==> config.mk <==
export PLATFORM = sky130hd
export DESIGN_NAME = inst_encoder
export DESIGN_NICKNAME = d
export VERILOG_FILES = /design/src/rtl/legv8_pkg.sv /design/src/rtl/sync_fifo.sv /design/src/rtl/inst_encoder.sv
export SDC_FILE = /design/constraint.sdc
export NUM_CORES = 1
export LEC_CHECK = 0
export CORE_ASPECT_RATIO = 0.75
export CORE_MARGIN = 10
export CORE_UTILIZATION = 51
export CTS_BUF_LIST = sky130_fd_sc_hd__clkbuf_8
export DETAILED_ROUTE_END_ITERATION = 12
export PLACE_DENSITY = 0.88
export SLEW_MARGIN = 10
export SYNTH_ARGS = -nofsm -noshare
export SYNTH_HDL_FRONTEND = slang
export SYNTH_SLANG_ARGS = --single-unit
==> constraint.sdc <==
create_clock -name clk -period 9.5 [get_ports clk]
set_input_delay 1.9 -clock clk [delete_from_list [all_inputs] [get_ports clk]]
set_output_delay 1.9 -clock clk [all_outputs]
set_load 0.1 [all_outputs]
==> src/rtl/legv8_pkg.sv <==
// LEGv8 instruction encoder shared definitions:
// formats, field limits, opcodes and the packing function.
package legv8_pkg;

  localparam int WORD      = 64;
  localparam int INST_SIZE = 32;

  typedef enum logic [2:0] {
    FMT_R  = 3'd0,
    FMT_I  = 3'd1,
    FMT_D  = 3'd2,
    FMT_B  = 3'd3,
    FMT_CB = 3'd4
  } fmt_e;

  localparam int OPC_W = 11;
  localparam int REG_W = 5;
  localparam int SH_W  = 6;

  localparam int I_IMM_W  = 12;
  localparam int D_IMM_W  = 9;
  localparam int B_IMM_W  = 26;
  localparam int CB_IMM_W = 19;

  localparam logic [WORD-1:0] I_MAX = 64'd4095;
  localparam logic signed [WORD-1:0] D_MIN  = -64'sd256;
  localparam logic signed [WORD-1:0] D_MAX  = 64'sd255;
  localparam logic signed [WORD-1:0] B_MIN  = -64'sd33554432;
  localparam logic signed [WORD-1:0] B_MAX  = 64'sd33554431;
  localparam logic signed [WORD-1:0] CB_MIN = -64'sd262144;
  localparam logic signed [WORD-1:0] CB_MAX = 64'sd262143;

  // Opcodes are left-aligned in an 11-bit field.
  localparam logic [OPC_W-1:0] OP_ADD  = 11'h458;
  localparam logic [OPC_W-1:0] OP_SUB  = 11'h658;
  localparam logic [OPC_W-1:0] OP_AND  = 11'h450;
  localparam logic [OPC_W-1:0] OP_ORR  = 11'h550;
  localparam logic [OPC_W-1:0] OP_LDUR = 11'h7C2;
  localparam logic [OPC_W-1:0] OP_STUR = 11'h7C0;
  localparam logic [OPC_W-1:0] OP_CBZ  = 11'h5A0;
  localparam logic [OPC_W-1:0] OP_B    = 11'h0A0;

  typedef struct packed {
    logic [2:0]       fmt;
    logic [OPC_W-1:0] opcode;
    logic [REG_W-1:0] rd;
    logic [REG_W-1:0] rn;
    logic [REG_W-1:0] rm;
    logic [SH_W-1:0]  shamt;
    logic [WORD-1:0]  imm;
  } enc_req_t;

  typedef struct packed {
    logic                 err;
    logic [INST_SIZE-1:0] inst;
  } enc_res_t;

  function automatic enc_res_t encode(enc_req_t r);
    enc_res_t res;
    logic signed [WORD-1:0] simm;
    logic ok;
    res = '0;
    simm = $signed(r.imm);
    ok = 1'b0;
    unique case (r.fmt)
      FMT_R: begin
        ok = 1'b1;
        res.inst = {r.opcode, r.rm, r.shamt,
                    r.rn, r.rd};
      end
      FMT_I: begin
        ok = r.imm <= I_MAX;
        res.inst = {r.opcode[10:1],
                    r.imm[I_IMM_W-1:0],
                    r.rn, r.rd};
      end
      FMT_D: begin
        ok = simm >= D_MIN && simm <= D_MAX;
        res.inst = {r.opcode,
                    r.imm[D_IMM_W-1:0],
                    2'b00, r.rn, r.rd};
      end
      FMT_B: begin
        ok = simm >= B_MIN && simm <= B_MAX;
        res.inst = {r.opcode[10:5],
                    r.imm[B_IMM_W-1:0]};
      end
      FMT_CB: begin
        ok = simm >= CB_MIN && simm <= CB_MAX;
        res.inst = {r.opcode[10:3],
                    r.imm[CB_IMM_W-1:0], r.rd};
      end
      default: ok = 1'b0;
    endcase
    if (!ok) begin
      res.err  = 1'b1;
      res.inst = '0;
    end
    return res;
  endfunction

endpackage

==> src/rtl/sync_fifo.sv <==
// Power-of-two synchronous FIFO with flush; head reads
// as zero when empty.
module sync_fifo #(
  parameter int DEPTH = 2,
  parameter int WIDTH = 8,
  localparam int AW = $clog2(DEPTH)
) (
  input  logic             clk,
  input  logic             rst_n,
  input  logic             flush_i,
  input  logic             push_i,
  input  logic             pop_i,
  input  logic [WIDTH-1:0] data_i,
  output logic [WIDTH-1:0] data_o,
  output logic [AW:0]      count_o
);

  logic [WIDTH-1:0] mem_q [DEPTH];
  logic [AW-1:0] wptr_q, wptr_d;
  logic [AW-1:0] rptr_q, rptr_d;
  logic [AW:0]   count_q, count_d;
  logic empty, full, do_push, do_pop;

  assign empty   = count_q == '0;
  assign full    = count_q == (AW+1)'(DEPTH);
  assign do_push = push_i && (!full || pop_i);
  assign do_pop  = pop_i && !empty;
  assign count_o = count_q;
  assign data_o  = empty ? '0 : mem_q[rptr_q];

  always_comb begin
    wptr_d  = wptr_q;
    rptr_d  = rptr_q;
    count_d = count_q;
    if (flush_i) begin
      wptr_d  = '0;
      rptr_d  = '0;
      count_d = '0;
    end else begin
      if (do_push) wptr_d = wptr_q + 1'b1;
      if (do_pop)  rptr_d = rptr_q + 1'b1;
      unique case ({do_push, do_pop})
        2'b10:   count_d = count_q + 1'b1;
        2'b01:   count_d = count_q - 1'b1;
        default: count_d = count_q;
      endcase
    end
  end

  always_ff @(posedge clk or negedge rst_n) begin
    if (!rst_n) begin
      wptr_q  <= '0;
      rptr_q  <= '0;
      count_q <= '0;
    end else begin
      wptr_q  <= wptr_d;
      rptr_q  <= rptr_d;
      count_q <= count_d;
    end
  end

  always_ff @(posedge clk) begin
    if (do_push && !flush_i) mem_q[wptr_q] <= data_i;
  end

endmodule

==> src/rtl/inst_encoder.sv <==
// LEGv8 instruction encoder: request register, combinational
// packing, output FIFO and pop statistics.
module inst_encoder
  import legv8_pkg::*;
#(
  parameter int OUT_DEPTH = 2
) (
  input  logic                 clk,
  input  logic                 rst_n,
  input  logic                 in_valid,
  output logic                 in_ready,
  input  logic [2:0]           in_fmt,
  input  logic [OPC_W-1:0]     in_opcode,
  input  logic [REG_W-1:0]     in_rd,
  input  logic [REG_W-1:0]     in_rn,
  input  logic [REG_W-1:0]     in_rm,
  input  logic [SH_W-1:0]      in_shamt,
  input  logic [WORD-1:0]      in_imm,
  output logic                 out_valid,
  input  logic                 out_ready,
  output logic [INST_SIZE-1:0] out_inst,
  output logic                 out_err,
  output logic [15:0]          enc_cnt,
  output logic [7:0]           err_cnt,
  input  logic                 flush
);

  localparam int CW = $clog2(OUT_DEPTH) + 1;

  logic          s1_valid_q, s1_valid_d;
  enc_req_t      s1_req_q, s1_req_d;
  logic [CW-1:0] fifo_cnt;
  logic          fifo_full, pop, push, can_acc;
  enc_res_t      enc_res, head;
  logic [15:0]   enc_cnt_q, enc_cnt_d;
  logic [7:0]    err_cnt_q, err_cnt_d;

  assign out_valid = fifo_cnt != '0;
  assign fifo_full = fifo_cnt == CW'(OUT_DEPTH);
  assign pop       = out_valid && out_ready && !flush;
  // A full FIFO still takes a push when the head leaves.
  assign can_acc   = !fifo_full || pop;
  assign in_ready  = !flush && (!s1_valid_q || can_acc);
  assign push      = s1_valid_q && can_acc && !flush;
  assign enc_res   = encode(s1_req_q);
  assign out_inst  = head.inst;
  assign out_err   = head.err;
  assign enc_cnt   = enc_cnt_q;
  assign err_cnt   = err_cnt_q;

  sync_fifo #(
    .DEPTH (OUT_DEPTH),
    .WIDTH ($bits(enc_res_t))
  ) u_fifo (
    .clk     (clk),
    .rst_n   (rst_n),
    .flush_i (flush),
    .push_i  (push),
    .pop_i   (pop),
    .data_i  (enc_res),
    .data_o  (head),
    .count_o (fifo_cnt)
  );

  always_comb begin
    s1_valid_d = s1_valid_q;
    s1_req_d   = s1_req_q;
    if (flush) begin
      s1_valid_d = 1'b0;
    end else if (in_ready) begin
      s1_valid_d = in_valid;
      if (in_valid) begin
        s1_req_d = '{fmt: in_fmt, opcode: in_opcode,
                     rd: in_rd, rn: in_rn, rm: in_rm,
                     shamt: in_shamt, imm: in_imm};
      end
    end
  end

  always_comb begin
    enc_cnt_d = enc_cnt_q;
    err_cnt_d = err_cnt_q;
    if (pop) begin
      enc_cnt_d = enc_cnt_q + 16'd1;
      if (head.err && err_cnt_q != 8'hFF)
        err_cnt_d = err_cnt_q + 8'd1;
    end
  end

  always_ff @(posedge clk or negedge rst_n) begin
    if (!rst_n) begin
      s1_valid_q <= 1'b0;
      s1_req_q   <= '0;
      enc_cnt_q  <= '0;
      err_cnt_q  <= '0;
    end else begin
      s1_valid_q <= s1_valid_d;
      s1_req_q   <= s1_req_d;
      enc_cnt_q  <= enc_cnt_d;
      err_cnt_q  <= err_cnt_d;
    end
  end

endmodule

==> impl_results.html, run 1 <==
<table>
<tr><th>Metric</th><th>Value</th></tr>
<tr><th colspan="2">Die</th></tr>
<tr><td>Die area</td><td>0.0235 mm2</td></tr>
<tr><td>Initial Util</td><td>51.6%</td></tr>
<tr><td>Row cnt</td><td>42</td></tr>
<tr><td>I/O pin cnt</td><td>between 150 and 200</td></tr>
<tr><td>Die extent in y</td><td>135 um</td></tr>
<tr><td>X dimension of the die</td><td>174 um</td></tr>
<tr><td>Area of the placeable core</td><td>roughly 0.017 mm2</td></tr>
<tr><th colspan="2">Layout</th></tr>
<tr><td>Count of placed standard cells in the final layout, fillers left out</td><td>~1100</td></tr>
<tr><td>Area occupied by registers</td><td>between 0.005 and 0.006 mm2</td></tr>
<tr><td>Synth-to-layout area growth</td><td>24.7%</td></tr>
<tr><td>Final net count</td><td>between 900 and 1000</td></tr>
<tr><td>Area of the multi-input gates</td><td>between 0.003 and 0.004 mm2</td></tr>
<tr><td>Fraction of layout cells with a size suffix above 1</td><td>about 22%</td></tr>
<tr><td>Count of filler cells inserted in the layout</td><td>approximately 1300</td></tr>
<tr><th colspan="2">Yosys</th></tr>
<tr><td>Total of flip-flops plus latches after synthesis</td><td>194</td></tr>
<tr><td>Cell Area, Synth</td><td>0.00902 mm2</td></tr>
<tr><td>Net Count, Synth</td><td>794</td></tr>
<tr><td>Async SR Flop Fraction</td><td>between 60% and 70%</td></tr>
<tr><td>Largest area contributor in the netlist</td><td>dfrtp_1</td></tr>
<tr><td>Most used standard cell by instance count after synthesis</td><td>dfrtp_1</td></tr>
<tr><td>EDFF count, synth</td><td>66</td></tr>
<tr><td>Avg Synthesized Cell Area</td><td>13.1 um2</td></tr>
<tr><td>Fraction of the yosys area taken by sequential cells</td><td>~57%</td></tr>
<tr><td>Leading cell types by total area after synthesis</td><td>dfrtp_1 35%, edfxtp_1 22%, mux2_2 13%</td></tr>
<tr><td>Most numerous cell types in the synthesized netlist</td><td>128 x dfrtp_1, 105 x mux2_2, 66 x edfxtp_1, 62 x nor2_1, 43 x mux2i_1</td></tr>
<tr><td>Synth Instances</td><td>~690</td></tr>
<tr><td>Number of different library cells in the post-synthesis netlist</td><td>44</td></tr>
<tr><td>Dominant synthesized flop cell</td><td>dfrtp_1</td></tr>
<tr><td>Area fraction of the dominant cell type after synthesis</td><td>~35%</td></tr>
<tr><td>Count of yosys warnings during synthesis</td><td>0</td></tr>
<tr><th colspan="2">Clocking</th></tr>
<tr><td>Clock root buffer</td><td>clkbuf_8</td></tr>
<tr><td>Maximum clock path buffer count</td><td>2</td></tr>
<tr><td>CTS sink count</td><td>around 190</td></tr>
<tr><td>Number of levels in the clock H-tree</td><td>4</td></tr>
<tr><td>CTS tree</td><td>yes</td></tr>
<tr><td>Number of clock buffers inserted by TritonCTS</td><td>17</td></tr>
<tr><td>Post-CTS Setup Bufs</td><td>0</td></tr>
<tr><td>Number of gates given a new drive strength after cts</td><td>0</td></tr>
<tr><td>Clock latency on the worst-skew pair</td><td>0.46 ns</td></tr>
<tr><td>Clock slew at the register clock pins of the worst setup and hold paths</td><td>0.10 ns</td></tr>
<tr><td>Hold-fix buffer count after cts</td><td>0</td></tr>
<tr><th colspan="2">Placement</th></tr>
<tr><td>Total half-perimeter wirelength after legalization and detailed placement</td><td>~16000 um</td></tr>
<tr><td>Cell Count Post-Placement</td><td>roughly 1100</td></tr>
<tr><td>Total of buffers placed on input and output ports</td><td>~160</td></tr>
<tr><td>Placer Congestion</td><td>0.898</td></tr>
<tr><th colspan="2">GRT</th></tr>
<tr><td>Via count of the first global-routing pass</td><td>just over 6000</td></tr>
<tr><td>Overflow left after global routing</td><td>0</td></tr>
<tr><td>Initial antenna violation count</td><td>3</td></tr>
<tr><td>Global-route wire length before repair</td><td>around 35000 um</td></tr>
<tr><td>Largest net degree at the start of global routing</td><td>79</td></tr>
<tr><td>Global Route Usage Sum</td><td>approximately a fifth</td></tr>
<tr><th colspan="2">Critical path</th></tr>
<tr><td>Critical path launch point type</td><td>input port</td></tr>
<tr><td>Destination of the worst register-to-register timing path</td><td>u_fifo.mem_q[1][32]$_DFFE_PP_</td></tr>
<tr><td>Worst flop-to-flop path startpoint</td><td>s1_req_q[97]$_DFFE_PN0P_</td></tr>
<tr><td>Endpoint of the worst setup timing path</td><td>in_ready</td></tr>
<tr><td>Crit Path Category</td><td>in2out</td></tr>
<tr><td>Maximum fanout encountered on the critical timing path</td><td>5</td></tr>
<tr><td>Arrival time of the worst setup path</td><td>3.99 ns</td></tr>
<tr><td>Req. time, crit path</td><td>around 7.6 ns</td></tr>
<tr><td>Setup slack on the worst flop-to-flop path</td><td>5.61 ns</td></tr>
<tr><td>Worst Reg2Reg Path Length in Cells</td><td>5</td></tr>
<tr><td>Nature of the critical path endpoint</td><td>primary output</td></tr>
<tr><td>Critical path origin</td><td>out_ready</td></tr>
<tr><th colspan="2">Timing</th></tr>
<tr><td>Max Freq</td><td>approximately 170 MHz</td></tr>
<tr><td>Clock skew after layout</td><td>0.0216 ns</td></tr>
<tr><td>Unrepaired setup endpoints after global routing</td><td>false</td></tr>
<tr><td>Final critical-path share of the clock period</td><td>between 60% and 70%</td></tr>
<tr><td>Setup TNS</td><td>0 ns</td></tr>
<tr><td>Total setup violations reported at the end of the flow</td><td>0</td></tr>
<tr><td>Worst-margin pin slew</td><td>1.20 ns</td></tr>
<tr><td>Number of max-slew violations in the final report</td><td>0</td></tr>
<tr><td>Remaining max-slew budget at the tightest pin</td><td>between 10% and 20%</td></tr>
<tr><td>Shortest clock period the worst path allows after layout</td><td>a little under 6 ns</td></tr>
<tr><td>Final-report hold violation count</td><td>0</td></tr>
<tr><th colspan="2">Flow run</th></tr>
<tr><td>Reported max-cap violation count</td><td>0</td></tr>
<tr><th colspan="2">Status</th></tr>
<tr><td>Outcome</td><td>finished clean</td></tr>
<tr><th colspan="2">Drt</th></tr>
<tr><td>Via count normalized by instance count</td><td>about 5.7</td></tr>
<tr><td>Vias after detailed routing</td><td>just over 6000</td></tr>
<tr><td>Average detailed-routed wire length per instance</td><td>between 20 and 25 um</td></tr>
<tr><td>Antenna Violating Nets Remaining</td><td>0</td></tr>
<tr><td>DRC errors left</td><td>0</td></tr>
<tr><td>TritonRoute pass-1 iters</td><td>5</td></tr>
<tr><td>Number of DRC markers in iteration 0</td><td>slightly above 500</td></tr>
<tr><td>Detailed-route wire length</td><td>21800 um</td></tr>
<tr><th colspan="2">Pwr</th></tr>
<tr><td>Cell internal power dissipation</td><td>around 1.4 mW</td></tr>
<tr><td>Clock share of power</td><td>27.2%</td></tr>
<tr><td>Seq pwr share</td><td>between 50% and 60%</td></tr>
<tr><td>Switching fraction of total power</td><td>between 30% and 40%</td></tr>
<tr><td>IR drop worst, VDD</td><td>between 150 and 200 uV</td></tr>
<tr><td>Leakage power</td><td>4.15 nW</td></tr>
<tr><td>Comb pwr share</td><td>between 20% and 30%</td></tr>
<tr><td>Power density normalized to cell area</td><td>approximately 180 mW/mm2</td></tr>
<tr><td>Switching component of the power</td><td>approximately 0.66 mW</td></tr>
<tr><th colspan="2">Hold path</th></tr>
<tr><td>Type of the worst min-delay path</td><td>reg2reg</td></tr>
</table>
[placed cells by master (no fill, tap or decap), drive strengths merged, types with 6 or more instances in the layout]
master / netlist / final
edfxtp: 66 / 66
a22oi: 25 / 25
nand4: 23 / 23
nor2: 62 / 62
clkdlybuf4s50: 0 / 161
xor2: 8 / 8
dfrtp: 128 / 128
nand2: 12 / 12
buf: 15 / 11
xnor2: 17 / 17
mux2: 106 / 106
nor3: 11 / 11
nor4: 13 / 13
o22a: 16 / 16
clkbuf: 30 / 17
nor2b: 12 / 12
nand3: 6 / 6
mux2i: 43 / 43
a31oi: 32 / 32
a21oi: 19 / 19
inv: 12 / 17
[power groups by stage]
stage,Sequential (mW),Combinational (mW),Clock (mW)
finish,1.04,0.458,0.559
global route,1.05,0.491,0.611
CTS,1.04,0.460,0.572
detailed placement,1.06,0.458,0
global placement,1.05,0.448,0
floorplan,1.07,0.281,0
[sequential cells by signal, summed over array words and instances, names as in the netlist]
name	flops
enc_cnt	16
err_cnt	8
s1_req_q	99
s1_valid_q	1
u_fifo.count_o	2
u_fifo.mem_q	66
u_fifo.rptr_q	1
u_fifo.wptr_q	1
[routing by layer]
layer  global-route usage, %  share of wire, %  wire length (um)  vias to the layer above
met5                       0             0.041                 9                        -
met4                    3.74              0.67               145                        2
met3                    7.35               9.3              2030                       14
met2                    29.2                47             10200                      239
met1                    24.2                43              9390                     3048
li1                        -                 -                 -                     2856
[metrics by stage]
stage	setup slack (ns)	hold slack (ns)	util [%]	total power [mW]	instance area, um2
after global placement	3.68	0.460	61.9	1.50	10800
after global routing	3.53	0.503	64.3	2.15	11200
final	3.61	0.479	64.3	2.06	11300
after detailed placement	3.62	0.469	61.9	1.51	10800
after CTS	3.61	0.488	64.3	2.07	11200
after floorplan	4.22	0.473	-	1.35	9020
[how the worst min path moves through the flow]
| stage | depth (start not counted) | slack, ns | end | startpoint |
|---|---|---|---|---|
| 3_3_place_gp | 1 | 0.46 | enc_cnt[15]$_DFFE_PN0P_ | enc_cnt[15]$_DFFE_PN0P_ |
| 4_1_cts | 1 | 0.49 | enc_cnt[15]$_DFFE_PN0P_ | enc_cnt[15]$_DFFE_PN0P_ |
| 2_1_floorplan | 1 | 0.47 | s1_req_q[85]$_DFFE_PN0P_ | s1_req_q[85]$_DFFE_PN0P_ |
| 6_report | 1 | 0.48 | enc_cnt[15]$_DFFE_PN0P_ | enc_cnt[15]$_DFFE_PN0P_ |
| 3_5_place_dp | 1 | 0.47 | enc_cnt[15]$_DFFE_PN0P_ | enc_cnt[15]$_DFFE_PN0P_ |
| 5_1_grt | 1 | 0.50 | enc_cnt[7]$_DFFE_PN0P_ | enc_cnt[7]$_DFFE_PN0P_ |
[worst max-delay path, stage by stage]
cell	delay, ns
clkdlybuf4s50_1	0.55
nand2b_1	0.17
nor2_1	0.07
nor2_1	0.14
clkdlybuf4s50_1	1.17
[area by class of cell]
cell class                 instances  area share (%)
clock inverter                    15            1.60
clock buffer                      17            2.08
multi-input combinational        437            32.0
sequential                       194            46.1
antenna                            1          0.0222
timing repair buffer             172            15.1
tap                              242            2.69
inverter                          12           0.400
[cells by family after synthesis]
kind of cell	after synthesis	synth area share (%)
buf+inv	57	3.11
flops	194	57.5
xor+xnor	25	2.43
compound gates	103	9.84
simple gates	158	8.89
mux	149	18.0
fa+ha+maj	2	0.277
(Power assumes the default switching activity.)
==> run 2: changes to the inputs <==
- clock period: 9.5 -> 5.95 ns (I/O delays scaled with it)
==> run 2 against run 1 <==
Compared with the run above:
- utilization grew 0.13 points
- global-route usage grew 0.062 points
- largest power group unchanged
- final area grew 0.20%
- critical endpoint unchanged
- hold slack lost 0.0020 ns
- sequential power grew 60%
- critical path depth is the same
- clock skew shrank 0.010 ns
- clock-buffer cell count grew 1
- combinational power grew 60%
- routed wire length grew 1.3%
==> impl_results.html, run 2 (synthesized netlist as in run 1, its figures left out) <==
<table>
<tr><th>Metric</th><th>Value</th></tr>
<tr><th colspan="2">Status</th></tr>
<tr><td>Outcome</td><td>finished clean (unchanged)</td></tr>
<tr><th colspan="2">Placement</th></tr>
<tr><td>Placer Congestion</td><td>0.891 (was 0.898)</td></tr>
<tr><td>Cell Count Post-Placement</td><td>1059 (was 1057)</td></tr>
<tr><td>Total half-perimeter wirelength after legalization and detailed placement</td><td>15700 um (was 15600 um)</td></tr>
<tr><td>Placed Instance Area</td><td>0.0109 mm2 (was 0.0108 mm2)</td></tr>
<tr><td>Total of buffers placed on input and output ports</td><td>162 (unchanged)</td></tr>
<tr><th colspan="2">Clocking</th></tr>
<tr><td>Post-CTS Setup Bufs</td><td>0 (unchanged)</td></tr>
<tr><td>Number of clock buffers inserted by TritonCTS</td><td>17 (unchanged)</td></tr>
<tr><td>Maximum clock path buffer count</td><td>2 (unchanged)</td></tr>
<tr><td>Clock slew at the register clock pins of the worst setup and hold paths</td><td>0.10 ns (about the same)</td></tr>
<tr><td>Hold-fix buffer count after cts</td><td>0 (unchanged)</td></tr>
<tr><td>Clock root buffer</td><td>clkbuf_8 (unchanged)</td></tr>
<tr><td>Number of levels in the clock H-tree</td><td>4 (unchanged)</td></tr>
<tr><td>Clock latency on the worst-skew pair</td><td>0.48 ns (was 0.46 ns)</td></tr>
<tr><td>Number of gates given a new drive strength after cts</td><td>0 (unchanged)</td></tr>
<tr><td>CTS sink count</td><td>194 (unchanged)</td></tr>
<tr><td>CTS tree</td><td>yes (unchanged)</td></tr>
<tr><th colspan="2">Timing</th></tr>
<tr><td>Setup TNS</td><td>0 ns (unchanged)</td></tr>
<tr><td>Shortest clock period the worst path allows after layout</td><td>4.42 ns</td></tr>
<tr><td>Remaining max-slew budget at the tightest pin</td><td>26.8% (was 19.8%)</td></tr>
<tr><td>Unrepaired setup endpoints after global routing</td><td>false (unchanged)</td></tr>
<tr><td>Clock skew after layout</td><td>0.0111 ns (was 0.0216 ns)</td></tr>
<tr><td>Final-report hold violation count</td><td>0 (unchanged)</td></tr>
<tr><td>Total setup violations reported at the end of the flow</td><td>0 (unchanged)</td></tr>
<tr><td>Worst-margin pin slew</td><td>1.10 ns (was 1.20 ns)</td></tr>
<tr><td>Number of max-slew violations in the final report</td><td>0 (unchanged)</td></tr>
<tr><td>Final critical-path share of the clock period</td><td>about three quarters</td></tr>
<tr><td>Max Freq</td><td>226 MHz</td></tr>
<tr><th colspan="2">Pwr</th></tr>
<tr><td>Seq pwr share</td><td>50.3% (was 50.6%)</td></tr>
<tr><td>Power density normalized to cell area</td><td>293 mW/mm2 (was 183 mW/mm2)</td></tr>
<tr><td>Power after layout</td><td>3.31 mW (was 2.06 mW)</td></tr>
<tr><td>Cell internal power dissipation</td><td>2.26 mW (was 1.40 mW)</td></tr>
<tr><td>IR drop worst, VDD</td><td>176 uV (was 152 uV)</td></tr>
<tr><td>Clock share of power</td><td>27.5% (was 27.2%)</td></tr>
<tr><td>Switching component of the power</td><td>1.05 mW (was 0.656 mW)</td></tr>
<tr><td>Switching fraction of total power</td><td>31.8% (was 31.9%)</td></tr>
<tr><td>Leakage power</td><td>4.18 nW (was 4.15 nW)</td></tr>
<tr><td>Comb pwr share</td><td>22.2% (about the same)</td></tr>
<tr><th colspan="2">Die</th></tr>
<tr><td>Die extent in y</td><td>135 um (unchanged)</td></tr>
<tr><td>I/O pin cnt</td><td>163 (unchanged)</td></tr>
<tr><td>Initial Util</td><td>51.6% (unchanged)</td></tr>
<tr><td>Area of the placeable core</td><td>0.0175 mm2 (unchanged)</td></tr>
<tr><td>Row cnt</td><td>42 (unchanged)</td></tr>
<tr><td>Die area</td><td>0.0235 mm2 (unchanged)</td></tr>
<tr><td>X dimension of the die</td><td>174 um (unchanged)</td></tr>
<tr><th colspan="2">Flow run</th></tr>
<tr><td>Reported max-cap violation count</td><td>0 (unchanged)</td></tr>
<tr><th colspan="2">Layout</th></tr>
<tr><td>Most used cells in the layout excluding fill and tap cells</td><td>161 x clkdlybuf4s50_1, 127 x dfrtp_1, 105 x mux2_2, 66 x edfxtp_1, 61 x nor2_1 (unchanged)</td></tr>
<tr><td>Fraction of layout cells with a size suffix above 1</td><td>22.0% (was 21.7%)</td></tr>
<tr><td>Number of flip-flops in the largest register</td><td>99 (unchanged)</td></tr>
<tr><td>Commonest non-fill, non-tap cell in the layout</td><td>clkdlybuf4s50_1 (unchanged)</td></tr>
<tr><td>Synth-to-layout area growth</td><td>24.9% (was 24.7%)</td></tr>
<tr><td>Final net count</td><td>942 (was 940)</td></tr>
<tr><td>Count of placed standard cells in the final layout, fillers left out</td><td>1092 (was 1090)</td></tr>
<tr><td>Most flop-heavy register</td><td>s1_req_q (unchanged)</td></tr>
<tr><td>Non-Filler Cell Area, Final</td><td>0.0113 mm2 (about the same)</td></tr>
<tr><th colspan="2">Drt</th></tr>
<tr><td>Vias after detailed routing</td><td>6128 (was 6159)</td></tr>
<tr><td>Average detailed-routed wire length per instance</td><td>20.2 um (was 20.0 um)</td></tr>
<tr><td>DRC errors left</td><td>0 (unchanged)</td></tr>
<tr><td>Via count normalized by instance count</td><td>5.61 (was 5.65)</td></tr>
<tr><td>TritonRoute pass-1 iters</td><td>5 (unchanged)</td></tr>
<tr><td>Detailed-route wire length</td><td>22100 um (was 21800 um)</td></tr>
<tr><td>Antenna Violating Nets Remaining</td><td>0 (unchanged)</td></tr>
<tr><td>Number of DRC markers in iteration 0</td><td>712 (was 505)</td></tr>
<tr><th colspan="2">Hold path</th></tr>
<tr><td>Type of the worst min-delay path</td><td>reg2reg (unchanged)</td></tr>
<tr><td>Cell depth of the worst hold path</td><td>1 (unchanged)</td></tr>
<tr><td>Hold Startpoint</td><td>enc_cnt[15]$_DFFE_PN0P_ (unchanged)</td></tr>
<tr><td>Hold worst-path end</td><td>enc_cnt[15]$_DFFE_PN0P_ (unchanged)</td></tr>
<tr><th colspan="2">GRT</th></tr>
<tr><td>Initial antenna violation count</td><td>2 (was 3)</td></tr>
<tr><td>Largest net degree at the start of global routing</td><td>84 (was 79)</td></tr>
<tr><td>Via count of the first global-routing pass</td><td>6187 (was 6141)</td></tr>
<tr><td>Global-route wire length before repair</td><td>34600 um (about the same)</td></tr>
<tr><td>Overflow left after global routing</td><td>0 (unchanged)</td></tr>
<tr><td>Global Route Usage Sum</td><td>18.7% (was 18.6%)</td></tr>
<tr><th colspan="2">Critical path</th></tr>
<tr><td>Worst Reg2Reg Path Length in Cells</td><td>5 (unchanged)</td></tr>
<tr><td>Nature of the critical path endpoint</td><td>primary output (unchanged)</td></tr>
<tr><td>Req. time, crit path</td><td>4.76 ns (was 7.60 ns)</td></tr>
<tr><td>Crit Path Category</td><td>in2out (unchanged)</td></tr>
<tr><td>Setup slack on the worst flop-to-flop path</td><td>2.67 ns (was 5.61 ns)</td></tr>
<tr><td>Worst flop-to-flop path startpoint</td><td>s1_req_q[97]$_DFFE_PN0P_ (unchanged)</td></tr>
<tr><td>Critical path launch point type</td><td>input port (unchanged)</td></tr>
<tr><td>Arrival time of the worst setup path</td><td>3.23 ns (was 3.99 ns)</td></tr>
<tr><td>Maximum fanout encountered on the critical timing path</td><td>5 (unchanged)</td></tr>
<tr><td>Destination of the worst register-to-register timing path</td><td>u_fifo.mem_q[0][32]$_DFFE_PP_ (was u_fifo.mem_q[1][32]$_DFFE_PP_)</td></tr>
</table>
run 2: cell types whose count changed in the layout (fill, tap and decap cells not counted):
cell / before / now
buf_4: 10 / 12
clkbuf_8: 17 / 18
clkinv_1: 1 / 0
clkinv_4: 0 / 1
clkinvlp_4: 5 / 1
inv_4: 0 / 3
run 2: area by class of cell:
class / instances / area, um2
inverters: 12 / 45.0
flip-flops and latches: 194 / 5190
clock buffers: 18 / 248
diodes: 1 / 2.50
well taps: 242 / 303
clock inverters: 14 / 174
repair buffers: 174 / 1710
fillers: 1353 / 6220
multi-input cells: 437 / 3600
run 2: critical path, cell delays in order:
cell,delay (ns)
clkdlybuf4s50_1,0.53
nand2b_1,0.16
nor2_1,0.06
nor2_1,0.12
clkdlybuf4s50_1,1.16
run 2: worst max path at each step:
stage	start	endpoint	slack (ns)	cells after the start
2_1_floorplan	flush	u_fifo.mem_q[1][0]$_DFFE_PP_	1.61	2
5_1_grt	out_ready	in_ready	1.39	5
3_3_place_gp	out_ready	in_ready	1.56	5
3_5_place_dp	out_ready	in_ready	1.55	5
4_1_cts	out_ready	in_ready	1.54	5
6_report	out_ready	in_ready	1.53	5
run 2: routing by layer:
layer	GRT usage [%]	wire, um	part of all wire, %
met2	28.9	10300	47
met4	3.65	173	0.78
met3	7.74	1820	8.2
met1	24.4	9780	44
met5	0	13	0.059
run 2: through the flow:
step,utilization (%),hold WS [ns],setup WS [ns]
finish,64.4,0.477,1.53
detailed placement,62.0,0.459,1.55
CTS,64.4,0.478,1.54
floorplan,-,0.473,1.61
global placement,62.0,0.460,1.56
global route,64.4,0.521,1.39
run 2: power by group through the flow:
stage / clock network [mW] / registers [mW] / logic, mW
floorplan: 0 / 1.71 / 0.449
global placement: 0 / 1.68 / 0.717
detailed placement: 0 / 1.69 / 0.733
CTS: 0.925 / 1.66 / 0.737
global route: 0.990 / 1.68 / 0.784
finish: 0.910 / 1.66 / 0.734
==> run 3: changes to the inputs <==
- CORE_UTILIZATION: 51 -> 49
- clock period: 5.95 -> 3.7 ns (I/O delays scaled with it)
==> run 3 against run 2 <==
Compared with the run above:
- clock power grew 59%
- flip-flop and latch count is the same
- critical path depth shrank 4
- via count grew 1.7%
- die area grew 3.5%
- utilization shrank 1.2 points
- largest cell class unchanged
==> impl_results.html, run 3 (synthesized netlist as in run 1, its figures left out) <==
<table>
<tr><th>Metric</th><th>Value</th></tr>
<tr><th colspan="2">Timing</th></tr>
<tr><td>Remaining max-slew budget at the tightest pin</td><td>33.5% (was 26.8%)</td></tr>
<tr><td>Final critical-path share of the clock period</td><td>between 70% and 80%</td></tr>
<tr><td>Total setup violations reported at the end of the flow</td><td>0 (unchanged)</td></tr>
<tr><td>Number of max-slew violations in the final report</td><td>0 (unchanged)</td></tr>
<tr><td>Shortest clock period the worst path allows after layout</td><td>~2.9 ns</td></tr>
<tr><td>Max Freq</td><td>between 300 and 400 MHz</td></tr>
<tr><td>Clock skew after layout</td><td>0.0194 ns (was 0.0111 ns)</td></tr>
<tr><td>Unrepaired setup endpoints after global routing</td><td>false (unchanged)</td></tr>
<tr><td>Setup TNS</td><td>0 ns (unchanged)</td></tr>
<tr><td>Worst-margin pin slew</td><td>0.994 ns (was 1.10 ns)</td></tr>
<tr><td>Final-report hold violation count</td><td>0 (unchanged)</td></tr>
<tr><th colspan="2">Critical path</th></tr>
<tr><td>Arrival time of the worst setup path</td><td>2.21 ns (was 3.23 ns)</td></tr>
<tr><td>Critical path launch point type</td><td>flip-flop (was input port)</td></tr>
<tr><td>Setup slack on the worst flop-to-flop path</td><td>0.95 ns (was 2.67 ns)</td></tr>
<tr><td>Worst flop-to-flop path startpoint</td><td>s1_req_q[52]$_DFFE_PN0P_ (was s1_req_q[97]$_DFFE_PN0P_)</td></tr>
<tr><td>CP max stage cell</td><td>clkdlybuf4s50_1 (unchanged)</td></tr>
<tr><td>Buffering stage count on the worst path with inverters included</td><td>1 (was 2)</td></tr>
<tr><td>Crit Path Category</td><td>reg2out (was in2out)</td></tr>
<tr><td>Destination of the worst register-to-register timing path</td><td>u_fifo.mem_q[1][1]$_DFFE_PP_ (was u_fifo.mem_q[0][32]$_DFFE_PP_)</td></tr>
<tr><td>Critical Path, Cell by Cell</td><td>clkdlybuf4s50_1 (was clkdlybuf4s50_1, nand2b_1, nor2_1, nor2_1, clkdlybuf4s50_1)</td></tr>
<tr><td>Worst Reg2Reg Path Length in Cells</td><td>6 (was 5)</td></tr>
<tr><td>Max stage delay on crit path</td><td>1.21 ns (was 1.16 ns)</td></tr>
<tr><td>Nature of the critical path endpoint</td><td>primary output (unchanged)</td></tr>
<tr><td>Maximum fanout encountered on the critical timing path</td><td>8 (was 5)</td></tr>
<tr><td>Req. time, crit path</td><td>2.96 ns (was 4.76 ns)</td></tr>
<tr><td>Family of cells with the greatest summed delay on the critical path</td><td>buffers and inverters (unchanged)</td></tr>
<tr><th colspan="2">Die</th></tr>
<tr><td>Area of the placeable core</td><td>0.0179 mm2 (was 0.0175 mm2)</td></tr>
<tr><td>Die area</td><td>0.0243 mm2 (was 0.0235 mm2)</td></tr>
<tr><td>Die extent in y</td><td>138 um (was 135 um)</td></tr>
<tr><td>Row cnt</td><td>42 (unchanged)</td></tr>
<tr><td>Initial Util</td><td>50.5% (was 51.6%)</td></tr>
<tr><td>X dimension of the die</td><td>177 um (was 174 um)</td></tr>
<tr><td>I/O pin cnt</td><td>163 (unchanged)</td></tr>
<tr><th colspan="2">Placement</th></tr>
<tr><td>Placer Congestion</td><td>0.888 (was 0.891)</td></tr>
<tr><td>Cell Count Post-Placement</td><td>1067 (was 1059)</td></tr>
<tr><td>Total of buffers placed on input and output ports</td><td>162 (unchanged)</td></tr>
<tr><td>Total half-perimeter wirelength after legalization and detailed placement</td><td>16300 um (was 15700 um)</td></tr>
<tr><th colspan="2">Drt</th></tr>
<tr><td>Antenna Violating Nets Remaining</td><td>0 (unchanged)</td></tr>
<tr><td>Via count normalized by instance count</td><td>5.67 (was 5.61)</td></tr>
<tr><td>Average detailed-routed wire length per instance</td><td>20.3 um (was 20.2 um)</td></tr>
<tr><td>DRC errors left</td><td>0 (unchanged)</td></tr>
<tr><td>Number of DRC markers in iteration 0</td><td>485 (was 712)</td></tr>
<tr><td>Detailed-route wire length</td><td>22400 um (was 22100 um)</td></tr>
<tr><td>Vias after detailed routing</td><td>6231 (was 6128)</td></tr>
<tr><td>TritonRoute pass-1 iters</td><td>5 (unchanged)</td></tr>
<tr><th colspan="2">Layout</th></tr>
<tr><td>Synth-to-layout area growth</td><td>25.2% (was 24.9%)</td></tr>
<tr><td>Count of placed standard cells in the final layout, fillers left out</td><td>1099 (was 1092)</td></tr>
<tr><td>Fraction of layout cells with a size suffix above 1</td><td>27.0% (was 22.0%)</td></tr>
<tr><td>Most flop-heavy register</td><td>s1_req_q (unchanged)</td></tr>
<tr><td>Area of the multi-input gates</td><td>0.00362 mm2 (was 0.00360 mm2)</td></tr>
<tr><td>Final net count</td><td>950 (was 942)</td></tr>
<tr><td>Most used cells in the layout excluding fill and tap cells</td><td>127 x dfrtp_1, 126 x clkdlybuf4s50_1, 105 x mux2_2, 66 x edfxtp_1, 61 x nor2_1 (was 161 x clkdlybuf4s50_1, 127 x dfrtp_1, 105 x mux2_2, 66 x edfxtp_1, 61 x nor2_1)</td></tr>
<tr><td>Diodes inserted</td><td>0 (was 1)</td></tr>
<tr><td>Count of filler cells inserted in the layout</td><td>1364 (was 1353)</td></tr>
<tr><td>Number of flip-flops in the largest register</td><td>99 (unchanged)</td></tr>
<tr><td>Area occupied by registers</td><td>0.00519 mm2 (unchanged)</td></tr>
<tr><td>Commonest non-fill, non-tap cell in the layout</td><td>dfrtp_1 (was clkdlybuf4s50_1)</td></tr>
<tr><th colspan="2">Pwr</th></tr>
<tr><td>IR drop worst, VDD</td><td>291 uV (was 176 uV)</td></tr>
<tr><td>Leakage power</td><td>4.29 nW (was 4.18 nW)</td></tr>
<tr><td>Power density normalized to cell area</td><td>471 mW/mm2 (was 293 mW/mm2)</td></tr>
<tr><th colspan="2">Clocking</th></tr>
<tr><td>Clock latency on the worst-skew pair</td><td>0.47 ns (was 0.48 ns)</td></tr>
<tr><td>Number of levels in the clock H-tree</td><td>4 (unchanged)</td></tr>
<tr><td>Maximum clock path buffer count</td><td>2 (unchanged)</td></tr>
<tr><td>CTS sink count</td><td>194 (unchanged)</td></tr>
<tr><td>Clock slew at the register clock pins of the worst setup and hold paths</td><td>0.10 ns (about the same)</td></tr>
<tr><td>Number of gates given a new drive strength after cts</td><td>0 (unchanged)</td></tr>
<tr><td>Hold-fix buffer count after cts</td><td>0 (unchanged)</td></tr>
<tr><td>Clock root buffer</td><td>clkbuf_8 (unchanged)</td></tr>
<tr><td>Number of clock buffers inserted by TritonCTS</td><td>17 (unchanged)</td></tr>
<tr><td>Post-CTS Setup Bufs</td><td>0 (unchanged)</td></tr>
<tr><td>CTS tree</td><td>yes (unchanged)</td></tr>
<tr><th colspan="2">GRT</th></tr>
<tr><td>Global Route Usage Sum</td><td>18.5% (was 18.7%)</td></tr>
<tr><td>Via count of the first global-routing pass</td><td>6299 (was 6187)</td></tr>
<tr><td>Largest net degree at the start of global routing</td><td>84 (unchanged)</td></tr>
<tr><td>Initial antenna violation count</td><td>2 (unchanged)</td></tr>
<tr><td>Global-route wire length before repair</td><td>34900 um (was 34600 um)</td></tr>
<tr><td>Overflow left after global routing</td><td>0 (unchanged)</td></tr>
<tr><th colspan="2">Flow run</th></tr>
<tr><td>Reported max-cap violation count</td><td>0 (unchanged)</td></tr>
<tr><th colspan="2">Hold path</th></tr>
<tr><td>Type of the worst min-delay path</td><td>in2async (was reg2reg)</td></tr>
<tr><th colspan="2">Status</th></tr>
<tr><td>Outcome</td><td>finished clean (unchanged)</td></tr>
</table>
-- run 3: changes by cell type in the layout (fill, tap and decap cells not counted), sizes merged --
cell	delta
diode	-1
buf	+43
clkinvlp	+2
clkdlybuf4s50	-35
inv	-2
-- run 3: metrics by stage --
step / power, mW / hold slack (ns) / setup WS [ns] / util (%) / instance area (um2)
floorplan: 3.47 / 0.444 / 0.0241 / - / 9030
global placement: 3.86 / 0.464 / 0.791 / 60.9 / 10900
detailed placement: 3.90 / 0.462 / 0.710 / 60.9 / 10900
CTS: 5.35 / 0.309 / 0.725 / 63.2 / 11300
global route: 5.54 / 0.313 / 0.660 / 63.2 / 11300
finish: 5.32 / 0.284 / 0.754 / 63.2 / 11300
-- run 3: worst max-delay path by stage --
stage                         startpoint                       end  slack [ns]  cells after the start
3_3_place_gp                   out_ready  s1_req_q[91]$_DFFE_PN0P_        0.79                      7
3_5_place_dp                   out_ready  s1_req_q[87]$_DFFE_PN0P_        0.71                      7
5_1_grt        u_fifo.rptr_q$_DFFE_PN0P_              out_inst[26]        0.66                      4
6_report          enc_cnt[0]$_DFFE_PN0P_                enc_cnt[0]        0.75                      1
2_1_floorplan                      flush  s1_req_q[35]$_DFFE_PN0P_        0.02                      7
4_1_cts           enc_cnt[0]$_DFFE_PN0P_                enc_cnt[0]        0.72                      1
-- run 3: cell type report --
| cell class | count | share of cell area (%) |
|---|---|---|
| Inverter | 12 | 0.399 |
| Clock inverter | 14 | 1.53 |
| Sequential cell | 194 | 45.9 |
| Tap cell | 242 | 2.68 |
| Clock buffer | 18 | 2.19 |
| Multi-Input combinational cell | 437 | 32.0 |
| Timing Repair Buffer | 182 | 15.3 |
-- run 3: power breakdown --
group          switching, mW  internal (mW)  leakage [nW]
registers              0.224           2.43          2.18
logic                  0.705          0.510          1.91
clock network          0.756          0.694         0.209
-- run 3: routing by layer --
metal | global-route usage, % | vias to the layer above | wire [um]
li1 | - | 2876 | -
met1 | 24.7 | 3106 | 10100
met2 | 28.4 | 227 | 10300
met3 | 6.40 | 18 | 1800
met4 | 4.80 | 4 | 155
met5 | 0 | - | 34
